$ cat config.mk
export PLATFORM = sky130hd
export DESIGN_NAME = pgm_ddram_arbiter_flat
export DESIGN_NICKNAME = d
export VERILOG_FILES = /design/src/rtl/pgm_ddram_arbiter_pkg.sv /design/src/rtl/pgm_ddram_arbiter_if.sv /design/src/rtl/pgm_ddram_arbiter_rr_pick.sv /design/src/rtl/pgm_ddram_arbiter.sv /design/src/flat_wrapper.sv
export SDC_FILE = /design/constraint.sdc
export NUM_CORES = 1
export LEC_CHECK = 0
export CORE_MARGIN = 2
export CORE_UTILIZATION = 43
export CTS_CLUSTER_SIZE = 8
export DETAILED_ROUTE_END_ITERATION = 6
export PLACE_DENSITY = 0.86
export SLEW_MARGIN = 40
export SYNTH_ARGS = -nofsm -noshare
export SYNTH_HDL_FRONTEND = slang
export SYNTH_HIERARCHICAL = 1
export SYNTH_SLANG_ARGS = --single-unit
$ cat constraint.sdc
create_clock -name clk -period 10.7 [get_ports clk]
set_input_delay 2.14 -clock clk [delete_from_list [all_inputs] [get_ports clk]]
set_output_delay 2.14 -clock clk [all_outputs]
set_load 0.01 [all_outputs]
$ cat src/rtl/pgm_ddram_arbiter_pkg.sv
// Shared constants and types for the PGM DDRAM read-port arbiter.
package pgm_ddram_arbiter_pkg;

    localparam int DDR_AW = 29;
    localparam int DDR_DW = 64;
    localparam int DDR_BW = 8;

    localparam int REQ_SPR_A = 0;
    localparam int REQ_SPR_B = 1;
    localparam int REQ_TILE  = 2;
    localparam int NUM_REQ   = REQ_TILE + 1;

    typedef enum logic [1:0] {
        ARB_IDLE,
        ARB_ISSUE,
        ARB_DATA
    } arb_state_t;

    // A zero-length burst request is served as a single beat.
    function automatic logic [DDR_BW-1:0] burst_fix(input logic [DDR_BW-1:0] b);
        return (b == '0) ? DDR_BW'(1) : b;
    endfunction

endpackage

$ cat src/rtl/pgm_ddram_arbiter_if.sv
// Requester and DDRAM bus bundle around the arbiter.
// master: fetch engines plus the DDRAM bridge (the arbiter's environment).
// slave:  the arbiter itself.
interface pgm_ddram_arbiter_if
    import pgm_ddram_arbiter_pkg::*;
#(
    parameter int NREQ = NUM_REQ
) ();

    logic                     urgent;
    logic [NREQ-1:0]          req;
    logic [NREQ*DDR_AW-1:0]   req_addr;
    logic [NREQ*DDR_BW-1:0]   req_burst;
    logic [NREQ-1:0]          ack;
    logic [DDR_DW-1:0]        rdata;
    logic [NREQ-1:0]          rvalid;
    logic [NREQ-1:0]          done;

    logic                     ddram_rd;
    logic [DDR_AW-1:0]        ddram_addr;
    logic [DDR_BW-1:0]        ddram_burstcnt;
    logic                     ddram_busy;
    logic [DDR_DW-1:0]        ddram_dout;
    logic                     ddram_dout_ready;

    modport master (
        output urgent, req, req_addr, req_burst,
        output ddram_busy, ddram_dout, ddram_dout_ready,
        input  ack, rdata, rvalid, done,
        input  ddram_rd, ddram_addr, ddram_burstcnt
    );

    modport slave (
        input  urgent, req, req_addr, req_burst,
        input  ddram_busy, ddram_dout, ddram_dout_ready,
        output ack, rdata, rvalid, done,
        output ddram_rd, ddram_addr, ddram_burstcnt
    );

endinterface

$ cat src/rtl/pgm_ddram_arbiter_rr_pick.sv
// Combinational requester picker: strict lowest-index priority over the
// masked set when enabled, otherwise round-robin starting at ptr_i.
module pgm_rr_pick #(
    parameter int NREQ = 3,
    parameter int IW   = (NREQ > 1) ? $clog2(NREQ) : 1
) (
    input  logic [NREQ-1:0] req_i,
    input  logic [NREQ-1:0] prio_mask_i,
    input  logic            prio_en_i,
    input  logic [IW-1:0]   ptr_i,
    output logic            valid_o,
    output logic [NREQ-1:0] gnt_oh_o,
    output logic [IW-1:0]   gnt_idx_o
);

    logic [NREQ-1:0] prio_req;
    logic [NREQ-1:0] rot;
    logic [IW:0]     sum;

    assign prio_req = req_i & prio_mask_i;
    // rot[k] is the request at position ptr_i + k (mod NREQ)
    assign rot      = NREQ'({req_i, req_i} >> ptr_i);

    // Pick the winner; descending loops let the lowest index / nearest slot win.
    always_comb begin
        valid_o   = |req_i;
        gnt_idx_o = '0;
        sum       = '0;
        if (prio_en_i && (|prio_req)) begin
            for (int i = NREQ - 1; i >= 0; i--) begin
                if (prio_req[i]) begin
                    gnt_idx_o = IW'(i);
                end
            end
        end else begin
            for (int k = NREQ - 1; k >= 0; k--) begin
                if (rot[k]) begin
                    sum = {1'b0, ptr_i} + (IW+1)'(k);
                end
            end
            if (sum >= (IW+1)'(NREQ)) begin
                sum = sum - (IW+1)'(NREQ);
            end
            gnt_idx_o = sum[IW-1:0];
        end
        gnt_oh_o = valid_o ? (NREQ'(1) << gnt_idx_o) : '0;
    end

endmodule

$ cat src/rtl/pgm_ddram_arbiter.sv
// Shares the DDRAM read port between the sprite A, sprite B and tile fetchers.
// One burst outstanding at a time; returned beats are routed to the owner.
//
//  state     | meaning
//  ARB_IDLE  | no burst in flight; picks a winner when any req is set
//  ARB_ISSUE | ddram_rd asserted with latched addr/burst until busy drops
//  ARB_DATA  | counting returned beats, forwarding them to the owner
module pgm_ddram_arbiter
    import pgm_ddram_arbiter_pkg::*;
#(
    parameter int              NREQ     = NUM_REQ,
    parameter logic [NREQ-1:0] URG_MASK = NREQ'((1 << REQ_SPR_A) | (1 << REQ_SPR_B))
) (
    input logic                 clk,
    input logic                 reset,
    pgm_ddram_arbiter_if.slave  bus
);

    localparam int IW = (NREQ > 1) ? $clog2(NREQ) : 1;

    arb_state_t        state_q, state_d;
    logic [NREQ-1:0]   gnt_oh_q, gnt_oh_d;
    logic [IW-1:0]     rr_ptr_q, rr_ptr_d;
    logic              rd_q, rd_d;
    logic [DDR_AW-1:0] addr_q, addr_d;
    logic [DDR_BW-1:0] burstcnt_q, burstcnt_d;
    logic [DDR_BW-1:0] cnt_q, cnt_d;
    logic [DDR_DW-1:0] rdata_q, rdata_d;
    logic [NREQ-1:0]   rvalid_q, rvalid_d;
    logic [NREQ-1:0]   done_q, done_d;

    logic              pick_valid;
    logic [NREQ-1:0]   pick_oh;
    logic [IW-1:0]     pick_idx;
    logic [IW-1:0]     rr_next;

    pgm_rr_pick #(
        .NREQ (NREQ),
        .IW   (IW)
    ) u_pick (
        .req_i       (bus.req),
        .prio_mask_i (URG_MASK),
        .prio_en_i   (bus.urgent),
        .ptr_i       (rr_ptr_q),
        .valid_o     (pick_valid),
        .gnt_oh_o    (pick_oh),
        .gnt_idx_o   (pick_idx)
    );

    assign rr_next = (pick_idx == IW'(NREQ - 1)) ? '0 : pick_idx + IW'(1);

    // Next-state logic: grant latch, command handshake, beat counting.
    always_comb begin
        state_d    = state_q;
        gnt_oh_d   = gnt_oh_q;
        rr_ptr_d   = rr_ptr_q;
        rd_d       = rd_q;
        addr_d     = addr_q;
        burstcnt_d = burstcnt_q;
        cnt_d      = cnt_q;
        rdata_d    = rdata_q;
        rvalid_d   = '0;
        done_d     = '0;
        case (state_q)
            ARB_IDLE: begin
                if (pick_valid) begin
                    gnt_oh_d   = pick_oh;
                    rr_ptr_d   = rr_next;
                    addr_d     = bus.req_addr[pick_idx*DDR_AW +: DDR_AW];
                    burstcnt_d = burst_fix(bus.req_burst[pick_idx*DDR_BW +: DDR_BW]);
                    rd_d       = 1'b1;
                    state_d    = ARB_ISSUE;
                end
            end
            ARB_ISSUE: begin
                // Stray beats here are ignored; only the waitrequest matters.
                if (!bus.ddram_busy) begin
                    rd_d    = 1'b0;
                    cnt_d   = burstcnt_q;
                    state_d = ARB_DATA;
                end
            end
            ARB_DATA: begin
                if (bus.ddram_dout_ready) begin
                    rdata_d  = bus.ddram_dout;
                    rvalid_d = gnt_oh_q;
                    cnt_d    = cnt_q - 8'd1;
                    if (cnt_q == 8'd1) begin
                        done_d  = gnt_oh_q;
                        state_d = ARB_IDLE;
                    end
                end
            end
            default: state_d = ARB_IDLE;
        endcase
    end

    // State and output registers; reset also aborts any burst in flight.
    always_ff @(posedge clk) begin
        if (reset) begin
            state_q    <= ARB_IDLE;
            gnt_oh_q   <= '0;
            rr_ptr_q   <= '0;
            rd_q       <= 1'b0;
            addr_q     <= '0;
            burstcnt_q <= DDR_BW'(1);
            cnt_q      <= '0;
            rdata_q    <= '0;
            rvalid_q   <= '0;
            done_q     <= '0;
        end else begin
            state_q    <= state_d;
            gnt_oh_q   <= gnt_oh_d;
            rr_ptr_q   <= rr_ptr_d;
            rd_q       <= rd_d;
            addr_q     <= addr_d;
            burstcnt_q <= burstcnt_d;
            cnt_q      <= cnt_d;
            rdata_q    <= rdata_d;
            rvalid_q   <= rvalid_d;
            done_q     <= done_d;
        end
    end

    // Ack marks the accept cycle itself (rd high, waitrequest low).
    assign bus.ack            = (state_q == ARB_ISSUE && !bus.ddram_busy) ? gnt_oh_q : '0;
    assign bus.ddram_rd       = rd_q;
    assign bus.ddram_addr     = addr_q;
    assign bus.ddram_burstcnt = burstcnt_q;
    assign bus.rdata          = rdata_q;
    assign bus.rvalid         = rvalid_q;
    assign bus.done           = done_q;

endmodule

$ cat src/flat_wrapper.sv
// flat-port wrapper written by rule: the top's interface ports become plain ports
module pgm_ddram_arbiter_flat import pgm_ddram_arbiter_pkg::*;
#(
    parameter int              NREQ     = NUM_REQ,
    parameter logic [NREQ-1:0] URG_MASK = NREQ'((1 << REQ_SPR_A) | (1 << REQ_SPR_B))
)
  (clk, reset, bus_urgent, bus_req, bus_req_addr, bus_req_burst, bus_ddram_busy, bus_ddram_dout, bus_ddram_dout_ready, bus_ack, bus_rdata, bus_rvalid, bus_done, bus_ddram_rd, bus_ddram_addr, bus_ddram_burstcnt);
  pgm_ddram_arbiter_if #(.NREQ(NREQ)) bus_i ();
  input logic clk;
  input logic reset;
  input wire logic [$bits(bus_i.urgent)-1:0] bus_urgent;
  input wire logic [$bits(bus_i.req)-1:0] bus_req;
  input wire logic [$bits(bus_i.req_addr)-1:0] bus_req_addr;
  input wire logic [$bits(bus_i.req_burst)-1:0] bus_req_burst;
  input wire logic [$bits(bus_i.ddram_busy)-1:0] bus_ddram_busy;
  input wire logic [$bits(bus_i.ddram_dout)-1:0] bus_ddram_dout;
  input wire logic [$bits(bus_i.ddram_dout_ready)-1:0] bus_ddram_dout_ready;
  output wire logic [$bits(bus_i.ack)-1:0] bus_ack;
  output wire logic [$bits(bus_i.rdata)-1:0] bus_rdata;
  output wire logic [$bits(bus_i.rvalid)-1:0] bus_rvalid;
  output wire logic [$bits(bus_i.done)-1:0] bus_done;
  output wire logic [$bits(bus_i.ddram_rd)-1:0] bus_ddram_rd;
  output wire logic [$bits(bus_i.ddram_addr)-1:0] bus_ddram_addr;
  output wire logic [$bits(bus_i.ddram_burstcnt)-1:0] bus_ddram_burstcnt;
  assign bus_i.urgent = bus_urgent;
  assign bus_i.req = bus_req;
  assign bus_i.req_addr = bus_req_addr;
  assign bus_i.req_burst = bus_req_burst;
  assign bus_i.ddram_busy = bus_ddram_busy;
  assign bus_i.ddram_dout = bus_ddram_dout;
  assign bus_i.ddram_dout_ready = bus_ddram_dout_ready;
  assign bus_ack = bus_i.ack;
  assign bus_rdata = bus_i.rdata;
  assign bus_rvalid = bus_i.rvalid;
  assign bus_done = bus_i.done;
  assign bus_ddram_rd = bus_i.ddram_rd;
  assign bus_ddram_addr = bus_i.ddram_addr;
  assign bus_ddram_burstcnt = bus_i.ddram_burstcnt;
  pgm_ddram_arbiter #(.NREQ(NREQ), .URG_MASK(URG_MASK)) u_core (.clk(clk), .reset(reset), .bus(bus_i));
endmodule
==> results.ini, run 1 <==
[floorplanning]
rows = 41
num_io_pins = 294
core-area_mm2 = 0.0127
initial_utilization_pct = 44.3
fp.dieH_um = 118
die_x_um = 118
dieArea_mm2 = 0.0140

[global_route]
grt_pass1_vias = 5861
grtUsageTotal_pct = 26.8
grt_pass1_wl_mm = 29.9
grt_start_max_net_pins = 68
antenna_found_initial = 0
grt-ovfl-total = 0

[timing]
drv_slew = 0
finClkSkew_ps = 9.19
max_freq_mhz = 170
grt_setup_unrepaired = false
maxSlewHeadroom_pct = 50.5
finalHoldViolations = 0
fin_setup_tns_ps = 0
tightestPinTransition_ps = 743
finalSetupViolCount = 0
worst_slack_ps = 4820
post-route-period-util_pct = 54.9
fin_crit_ps = 5880

[routing]
met1_length_mm = 7.11
drt-initial-drc-count = 462
drt_wl_total_mm = 18.9
final_antenna_net_count = 0
via_count = 6014
routed.top_layer = met4
first_pass_iters = 5
via_per_inst = 5.20
wl_met3_mm = 1.60
wl_per_cell_um = 16.3
dr_wl_met2_mm = 9.59
drc = 0

[yosys]
synth_seq_cells = 123
ys_top_cells_by_area = dfxtp_1 44%, nand2_1 10%, a21oi_1 7.8%
syn_area_mm2 = 0.00561
synth_top_area_share_pct = 43.9
yosysSeqAreaShare_pct = 43.9
yosysTopAreaCell = dfxtp_1
avgSynthCellArea_um2 = 7.94
syn_inst = 707
ys_types = 52
ys_warn_count = 6

[final_layout]
fin_nets = 1159
finalNonFillerCells = 1157
antenna_cells = 0
fill_cells = 981
syn_to_final_growth_pct = 64.0
drive_above_1_share_pct = 5.48

[worst_setup_path]
timing.rr.start = u_core/rr_ptr_q[0]
crit_path_max_fanout = 6
cp.required_ps = 8560
crit_start = bus_ddram_busy
start_kind = input pin
arrival_ps = 3740
crit_type = in2out
worst_setup_path_end_kind = output pin

[power]
p_leak_nw = 3.32
ir_worst_vdd_mv = 0.102
p_per_area_mw_per_mm2 = 169
switching_share_pct = 29.3
sequentialPowerShare_pct = 33.9
p_clk_share_pct = 36.6
internal-power_mw = 1.10
p_switching_mw = 0.457
combPwrFrac_pct = 29.5

[outcome]
outcome = completed

[cts]
cts_tree = done
cts_resized = 0
cts_made_buffers = 17
cts_sinks = 123
root_buffer = clkbuf_16
insertion_delay_ps = 410
htreeDepth = 4
holdBufCountCts = 0
cts_max_path_buffers = 2
path_clk_slew_ps = 50
post_cts.repair.setup_buffers = 0

[placement]
post-place-cells = 1125
place_ws_ps = 4580
gp_congestion = 0.810
port_buffers = 293
dpl.hpwl_mm = 13.8

[worst_hold_path]
hold_start = u_core/bus.rdata[6]
hold_class = reg2reg

[job]
maxCapViolations = 0

Yosys cell counts (all sizes together):
cell type	n
a21oi	88
nand2b	6
conb	2
nand3	4
o221ai	1
and3b	1
nand2	149
nor2b	6
or3	1
ha	4
inv	8
o21bai	2
nor4	2
nor3	37
nand4	6
or2	1
buf	28
a311oi	1
dfxtp	123
a221oi	1
clkbuf	30
nand3b	1
and3	3
and4b	1
o22ai	1
a21o	6
o2bb2ai	2
and4	1
nor2	74
o311ai	1
and2	7
a2bb2oi	5
a211oi	40
mux2i	39
o41ai	1
or3b	1
nor3b	6
o211ai	3
o211a	2
a22o	1
o21ai	11
cells by family after synthesis:
logic type / after synthesis / synth area share (%)
AND/OR/NAND/NOR: 307 / 24.3
AO/OA/AOI/OAI: 166 / 18.6
flip-flops: 123 / 43.9
buffers and inverters: 66 / 5.31
multiplexers: 39 / 6.95
adder cells (fa/ha/maj): 4 / 0.892
other: 2 / 0.134
registers in the layout, summed over array words and instances (netlist names):
| register | cells |
|---|---|
| u_core/bus.rdata | 64 |
| u_core/cnt_q | 8 |
| u_core/gnt_oh_q | 3 |
| u_core/bus.rvalid | 3 |
| u_core/bus.ddram_rd | 1 |
| u_core/bus.ddram_burstcnt | 8 |
| u_core/bus.done | 3 |
| u_core/rr_ptr_q | 2 |
| u_core/state_q | 2 |
| u_core/bus.ddram_addr | 29 |
power by group through the flow:
stage               Sequential [mW]  Combinational, mW  Clock [mW]
global route                  0.534              0.501       0.602
finish                        0.528              0.460       0.571
global placement              0.537              0.444           0
floorplan                     0.544              0.257           0
CTS                           0.529              0.462       0.581
detailed placement            0.538              0.458           0
cells in the final DEF (no fill, tap or decap), types with 3 or more instances in the layout:
master,count
clkdlybuf4s50_1,292
nand2_1,149
dfxtp_1,123
a21oi_1,87
nor2_1,74
mux2i_1,39
a211oi_1,39
nor3_1,37
clkbuf_16,17
buf_4,8
inv_1,7
and2_1,7
o21ai_0,7
nand2b_1,6
nand4_1,6
a21o_1,6
nor2b_1,5
a2bb2oi_1,5
conb_1,5
clkbuf_8,4
nand3_1,4
ha_1,4
nor3b_2,3
and3_1,3
nor3b_1,3
o211ai_1,3
cell type report:
cell class,instances,area (um^2),area share (%)
clock buffer,23,488,5.30
clock inverter,9,111,1.21
inverter,8,30.0,0.326
multi-input combinational,521,2890,31.4
sequential,123,2460,26.8
tap,172,215,2.34
timing repair buffer,301,3010,32.7
metal layers:
layer,global-route usage [%],vias up
met5,0,-
met4,11.9,0
met3,8.64,35
met2,48.2,261
met1,28.5,2758
li1,-,2960
critical path, cell delays in order:
cell and delay [ps]:
clkdlybuf4s50_1 460, nor3b_2 370, and2_1 220, clkdlybuf4s50_1 550
worst paths after layout:
kind | endpoint | slack (ps) | cells after the start
max | bus_ack[0] | 4820 | 4
max reg2reg | u_core/bus.ddram_burstcnt[0] | 6460 | 15
min | u_core/bus.rdata[6] | 450 | 2
min reg2reg | u_core/bus.rdata[6] | 450 | 2
metrics by stage:
step	power, mW	hold WS (ps)	util (%)	instance area [um^2]
CTS	1.57	454	72.6	9200
global route	1.64	475	72.6	9200
floorplan	0.802	449	-	5620
finish	1.56	452	72.6	9200
global placement	0.981	441	67.7	8580
detailed placement	0.996	447	67.9	8600
No activity file was read; power rests on OpenSTA's default activity.
==> run 2, diff against run 1 <==
--- a/config.mk
+++ b/config.mk
@@ -6,10 +6,10 @@
 export NUM_CORES = 1
 export LEC_CHECK = 0
 export CORE_MARGIN = 2
-export CORE_UTILIZATION = 43
+export CORE_UTILIZATION = 40
 export CTS_CLUSTER_SIZE = 8
 export DETAILED_ROUTE_END_ITERATION = 6
-export PLACE_DENSITY = 0.86
+export PLACE_DENSITY = 0.81
 export SLEW_MARGIN = 40
 export SYNTH_ARGS = -nofsm -noshare
 export SYNTH_HDL_FRONTEND = slang
==> constraint.sdc (replaced) <==
create_clock -name clk -period 5.8 [get_ports clk]
set_input_delay 1.16 -clock clk [delete_from_list [all_inputs] [get_ports clk]]
set_output_delay 1.16 -clock clk [all_outputs]
set_load 0.01 [all_outputs]
==> run 2 against run 1 <==
Register-to-register slack lost 4600 ps. Total power increased by 85%. Combinational power grew 83%. Via count shrank 2.2%. Global-route usage shrank 2.3 points. Highest routed layer unchanged.
==> results.ini, run 2 (same netlist as run 1, synthesis figures left out) <==
[power]
p_clk_share_pct = 37.0  ; +0.4 points
switching_share_pct = 30.0  ; +0.62 points
sequentialPowerShare_pct = 33.8  ; about the same
ir_worst_vdd_mv = 0.228  ; +120%
combPwrFrac_pct = 29.2  ; -0.3 points
p_per_area_mw_per_mm2 = 313  ; +85%
p_switching_mw = 0.864  ; +89%
internal-power_mw = 2.02  ; +83%
p_leak_nw = 3.32  ; +0.25%
power_mw = 2.88  ; +85%

[placement]
placed_cell_area_mm2 = 0.00862  ; +0.15%
port_buffers = 293  ; unchanged
place_ws_ps = 920  ; -3660 ps
dpl.hpwl_mm = 13.3  ; -3.6%
gp_congestion = 0.823  ; +1.7%

[cts]
cts_max_path_buffers = 2  ; unchanged
cts_resized = 0  ; unchanged
holdBufCountCts = 0  ; unchanged
cts_sinks = 123  ; unchanged
root_buffer = clkbuf_16
path_clk_slew_ps = 60  ; about the same
insertion_delay_ps = 410  ; about the same
htreeDepth = 4  ; unchanged
cts_tree = done
cts_made_buffers = 17  ; unchanged
post_cts.repair.setup_buffers = 0  ; unchanged

[routing]
via_per_inst = 5.03  ; -3.2%
dr_wl_met2_mm = 9.16  ; -4.5%
final_antenna_net_count = 0  ; unchanged
drt_wl_total_mm = 18.4  ; -2.4%
wl_met3_mm = 1.88  ; +17%
via_count = 5881  ; -2.2%
drc = 0  ; unchanged
drt-initial-drc-count = 398  ; -14%
met1_length_mm = 7.03  ; -1.2%
wl_per_cell_um = 15.8  ; -3.4%
routed.top_layer = met4
first_pass_iters = 4  ; -1

[worst_setup_path]
r2r_cells = 14  ; -1
cp.depth = 16  ; +12
crit_type = in2reg
crit_path_max_incr_delay_ps = 690  ; +140 ps
arrival_ps = 4750  ; +1010 ps
cp.required_ps = 6070  ; -2490 ps
start_kind = input pin
worst_path_most_repeated_cell = inv_1
crit_chain = clkdlybuf4s50_1 -> inv_2 -> or3_1 -> o211a_2 -> inv_1 -> ha_1 -> inv_1 -> o311ai_1 -> a2bb2oi_1 -> o21ai_1 -> o21ai_4 -> buf_4 -> mux2i_1 -> nor2_1 -> a211oi_1 -> nor3_1
regToRegSetupSlack_ps = 1870  ; -4590 ps
crit_path_max_fanout = 13  ; +7
path_delay_family = compound AO/OA/AOI/OAI gates
worst_setup_path_end_kind = flip-flop
cp_num_buf_inv = 5  ; +3
critPathSlowestCell = clkdlybuf4s50_1

[timing]
post-route-period-util_pct = 77.3
finalHoldViolations = 0  ; unchanged
max_freq_mhz = 223
drv_slew = 0  ; unchanged
finClkSkew_ps = 10.4  ; +1.22 ps
fin_crit_ps = 4480
tightestPinTransition_ps = 727  ; -15.7 ps
fin_setup_tns_ps = 0  ; unchanged
maxSlewHeadroom_pct = 51.5  ; +1.0 points
finalSetupViolCount = 0  ; unchanged
grt_setup_unrepaired = false
worst_slack_ps = 1320  ; -3510 ps

[job]
maxCapViolations = 0  ; unchanged

[floorplanning]
initial_utilization_pct = 40.8  ; -3.5 points
fp.dieH_um = 122  ; +3.6%
dieArea_mm2 = 0.0150  ; +7.2%
die_x_um = 122  ; +3.6%
rows = 43  ; +4.9%
num_io_pins = 294  ; unchanged
core-area_mm2 = 0.0138  ; +8.7%

[worst_hold_path]
hold_class = reg2reg
min_path_cells = 2  ; unchanged

[outcome]
outcome = completed

[global_route]
grt_start_max_net_pins = 68  ; unchanged
grtUsageTotal_pct = 24.5  ; -2.3 points
antenna_found_initial = 1  ; +1
grt_pass1_vias = 5708  ; -2.6%
grt-ovfl-total = 0  ; unchanged
grt_pass1_wl_mm = 28.7  ; -3.9%

[final_layout]
largest_reg_flops = 64  ; unchanged
drive_above_1_share_pct = 5.97  ; +0.49 points
fin_nets = 1162  ; +0.26%
syn_to_final_growth_pct = 64.3
final_cell_area_mm2 = 0.00922  ; +0.20%
final_cell_mix = 292 x clkdlybuf4s50_1, 149 x nand2_1, 123 x dfxtp_1, 87 x a21oi_1, 74 x nor2_1
final_common_cell = clkdlybuf4s50_1

[run 2: changes by cell type in the layout (fill, tap and decap cells not counted)]
| cell | previous run | this run |
|---|---|---|
| inv_6 | 1 | 3 |
| buf_4 | 8 | 12 |
| clkbuf_1 | 2 | 0 |
| diode_2 | 0 | 1 |
| buf_16 | 1 | 0 |
| clkinvlp_4 | 2 | 3 |
| clkbuf_8 | 4 | 3 |
[run 2: tightest hold or removal path, cell delays in order, from the launching register on]
cell     delay, ps
dfxtp_1        300
nand2_1         50
a21oi_1         50
[run 2: path summary, 6_finish.rpt]
check / from / endpoint
setup / recovery: bus_req[0] / u_core/bus.ddram_addr[10]
hold / removal: u_core/bus.rdata[62] / u_core/bus.rdata[62]
setup reg to reg: u_core/rr_ptr_q[0] / u_core/bus.ddram_addr[10]
hold reg to reg: u_core/bus.rdata[62] / u_core/bus.rdata[62]
[run 2: stage by stage]
stage / cells / util [%] / hold slack (ps)
final: 1169 / 67.0 / 451
after global routing: 1169 / 67.0 / 466
after global placement: 1136 / 62.6 / 442
after floorplan: 710 / - / 449
after detailed placement: 1136 / 62.6 / 446
after CTS: 1168 / 66.9 / 454
[run 2: per-layer routing]
| layer | vias to the layer above | track usage, % |
|---|---|---|
| met4 | 0 | 9.41 |
| met1 | 2654 | 26.3 |
| li1 | 2965 | - |
| met3 | 23 | 9.57 |
| met2 | 239 | 43.1 |
| met5 | - | 0 |
[run 2: power groups by stage]
| stage | logic [mW] | clock network, mW | registers [mW] |
|---|---|---|---|
| global route | 0.921 | 1.12 | 0.986 |
| floorplan | 0.475 | 0 | 1.00 |
| CTS | 0.847 | 1.09 | 0.976 |
| finish | 0.842 | 1.07 | 0.975 |
| detailed placement | 0.841 | 0 | 0.994 |
| global placement | 0.834 | 0 | 0.991 |
[run 2: cell type report]
| type | count | area (um^2) |
|---|---|---|
| Clock inverter | 12 | 136 |
| Timing Repair Buffer | 304 | 3010 |
| Tap cell | 180 | 225 |
| Multi-Input combinational cell | 521 | 2890 |
| Inverter | 8 | 30.0 |
| Fill cell | 1186 | 4550 |
| Sequential cell | 123 | 2460 |
| Clock buffer | 20 | 467 |
| Antenna cell | 1 | 2.50 |
==> run 3, diff against run 2 <==
==> constraint.sdc (replaced) <==
create_clock -name clk -period 4.4 [get_ports clk]
set_input_delay 0.88 -clock clk [delete_from_list [all_inputs] [get_ports clk]]
set_output_delay 0.88 -clock clk [all_outputs]
set_load 0.01 [all_outputs]
==> run 3 against run 2 <==
Die area unchanged. Cell count stayed put. Routed wire length decreased by 0.42%. Non-clock buffer count up 1. Global-route usage about the same. Design area hardly changed. Total power grew 30%. Largest cell class unchanged.
==> results.ini, run 3 (same netlist as run 1, synthesis figures left out) <==
[routing]
drt_wl_total_mm = 18.3  ; -0.42%
via_count = 5964  ; +1.4%
wl_per_cell_um = 15.7  ; -0.42%
drt-initial-drc-count = 324  ; -19%
final_antenna_net_count = 0  ; unchanged
first_pass_iters = 4  ; unchanged
via_per_inst = 5.10  ; +1.4%
drc = 0  ; unchanged

[power]
ir_worst_vdd_mv = 0.244  ; +7.1%
power_mw = 3.74  ; +30%
p_per_area_mw_per_mm2 = 405  ; +30%
p_leak_nw = 3.33  ; about the same

[placement]
gp_congestion = 0.825  ; +0.21%
post-place-cells = 1137  ; +0.088%
place_ws_ps = -80.7  ; -1000 ps
dpl.hpwl_mm = 13.2  ; -0.63%
port_buffers = 293  ; unchanged
placed_cell_area_mm2 = 0.00867  ; +0.67%

[floorplanning]
rows = 43  ; unchanged
fp.dieH_um = 122  ; unchanged
dieArea_mm2 = 0.0150  ; unchanged
num_io_pins = 294  ; unchanged
core-area_mm2 = 0.0138  ; unchanged
die_x_um = 122  ; unchanged
initial_utilization_pct = 40.8  ; unchanged

[worst_setup_path]
worst_setup_path_end_kind = flip-flop
timing.rr.start = u_core/rr_ptr_q[0]
worst_path_most_repeated_cell = a2bb2oi_1
crit_type = in2reg
r2r-end = u_core/bus.ddram_burstcnt[0]
crit_path_max_fanout = 31  ; +18
critPathSlowestCell = clkdlybuf4s50_1
regToRegSetupSlack_ps = 490  ; -1380 ps
cp.required_ps = 4720  ; -1350 ps
r2r_cells = 14  ; unchanged
crit_path_max_incr_delay_ps = 530  ; -160 ps
arrival_ps = 4390  ; -360 ps
crit_chain = clkdlybuf4s50_1 -> a21oi_1 -> o22ai_1 -> nor4_4 -> ha_1 -> inv_1 -> o311ai_1 -> a2bb2oi_1 -> o21ai_1 -> o21ai_4 -> buf_12 -> mux2i_1 -> a2bb2oi_1 -> nand4_1 -> o41ai_2
start_kind = input pin

[timing]
fin_setup_tns_ps = 0  ; unchanged
drv_slew = 0  ; unchanged
max_freq_mhz = 246
fin_crit_ps = 4060
worst_slack_ps = 336  ; -981 ps
post-route-period-util_pct = 92.4
grt_setup_unrepaired = false
finalSetupViolCount = 0  ; unchanged
finalHoldViolations = 0  ; unchanged
maxSlewHeadroom_pct = 48.5  ; -3.1 points
tightestPinTransition_ps = 773  ; +45.8 ps
hold_ws_ps = 452  ; +1.22 ps
finClkSkew_ps = 10.8  ; +0.374 ps

[job]
maxCapViolations = 0  ; unchanged

[global_route]
grtUsageTotal_pct = 24.4  ; -0.040 points
grt_pass1_wl_mm = 28.6  ; -0.36%
grt_pass1_vias = 5798  ; +1.6%
grt-ovfl-total = 0  ; unchanged
antenna_found_initial = 0  ; -1
grt_start_max_net_pins = 73  ; +7.4%

[cts]
root_buffer = clkbuf_16
cts_made_buffers = 17  ; unchanged
insertion_delay_ps = 410  ; about the same
htreeDepth = 4  ; unchanged
cts_resized = 0  ; unchanged
post_cts.repair.setup_buffers = 0  ; unchanged
cts_sinks = 123  ; unchanged
cts_max_path_buffers = 2  ; unchanged
path_clk_slew_ps = 50  ; about the same
holdBufCountCts = 0  ; unchanged
cts_tree = done

[final_layout]
drive_above_1_share_pct = 5.86  ; -0.11 points
post-route-util_pct = 67.0  ; about the same
largest_reg_flops = 64  ; unchanged
finalNonFillerCells = 1169  ; unchanged
antenna_cells = 0  ; -1
syn_to_final_growth_pct = 64.4  ; about the same
fin_nets = 1163  ; +0.086%
final_common_cell = clkdlybuf4s50_1
final_cell_mix = 292 x clkdlybuf4s50_1, 149 x nand2_1, 123 x dfxtp_1, 87 x a21oi_1, 74 x nor2_1
final_cell_area_mm2 = 0.00923  ; about the same

[outcome]
outcome = completed

[worst_hold_path]
hold_class = reg2reg
hold_start = u_core/bus.rdata[34]
min_to = u_core/bus.rdata[34]
min_path_cells = 2  ; unchanged

[run 3: worst max-delay path by stage]
| stage | start | endpoint | slack, ps | cells after the start |
|---|---|---|---|---|
| floorplan | bus_req[1] | u_core/bus.ddram_addr[18] | 770 | 17 |
| global placement | bus_req[2] | u_core/bus.ddram_burstcnt[0] | 30 | 16 |
| detailed placement | bus_req[2] | u_core/bus.ddram_burstcnt[0] | -80 | 15 |
| CTS | bus_req[2] | u_core/bus.ddram_burstcnt[0] | 360 | 15 |
| global route | bus_req[2] | u_core/bus.ddram_burstcnt[0] | 120 | 16 |
| finish | bus_req[2] | u_core/bus.ddram_burstcnt[0] | 340 | 15 |
[run 3: layout make-up]
class	instances	area (um^2)
clock buffers	21	460
inverters	8	30.0
well taps	180	225
flip-flops and latches	123	2460
clock inverters	11	96.3
multi-input cells	521	2890
fillers	1177	4540
repair buffers	305	3070
[run 3: routing by layer]
layer	vias up	part of all wire [%]	GRT usage (%)
met5	-	0	0
li1	2960	-	-
met1	2741	38	25.4
met4	0	1.8	9.12
met2	237	51	44.8
met3	26	9.3	8.74
[run 3: report_power, final]
group          internal (mW)  leakage (nW)  switching [mW]
Sequential              1.21          1.00          0.0729
Combinational          0.600          2.05           0.549
Clock                  0.803         0.273           0.504
Total                   2.61          3.33            1.13
[run 3: worst max-delay path: cells and delay by family]
| kind | cells | cell delay, ps |
|---|---|---|
| fa+ha+maj | 1 | 230 |
| mux | 1 | 250 |
| simple gates | 2 | 550 |
| compound gates | 8 | 1600 |
| buf+inv | 3 | 840 |
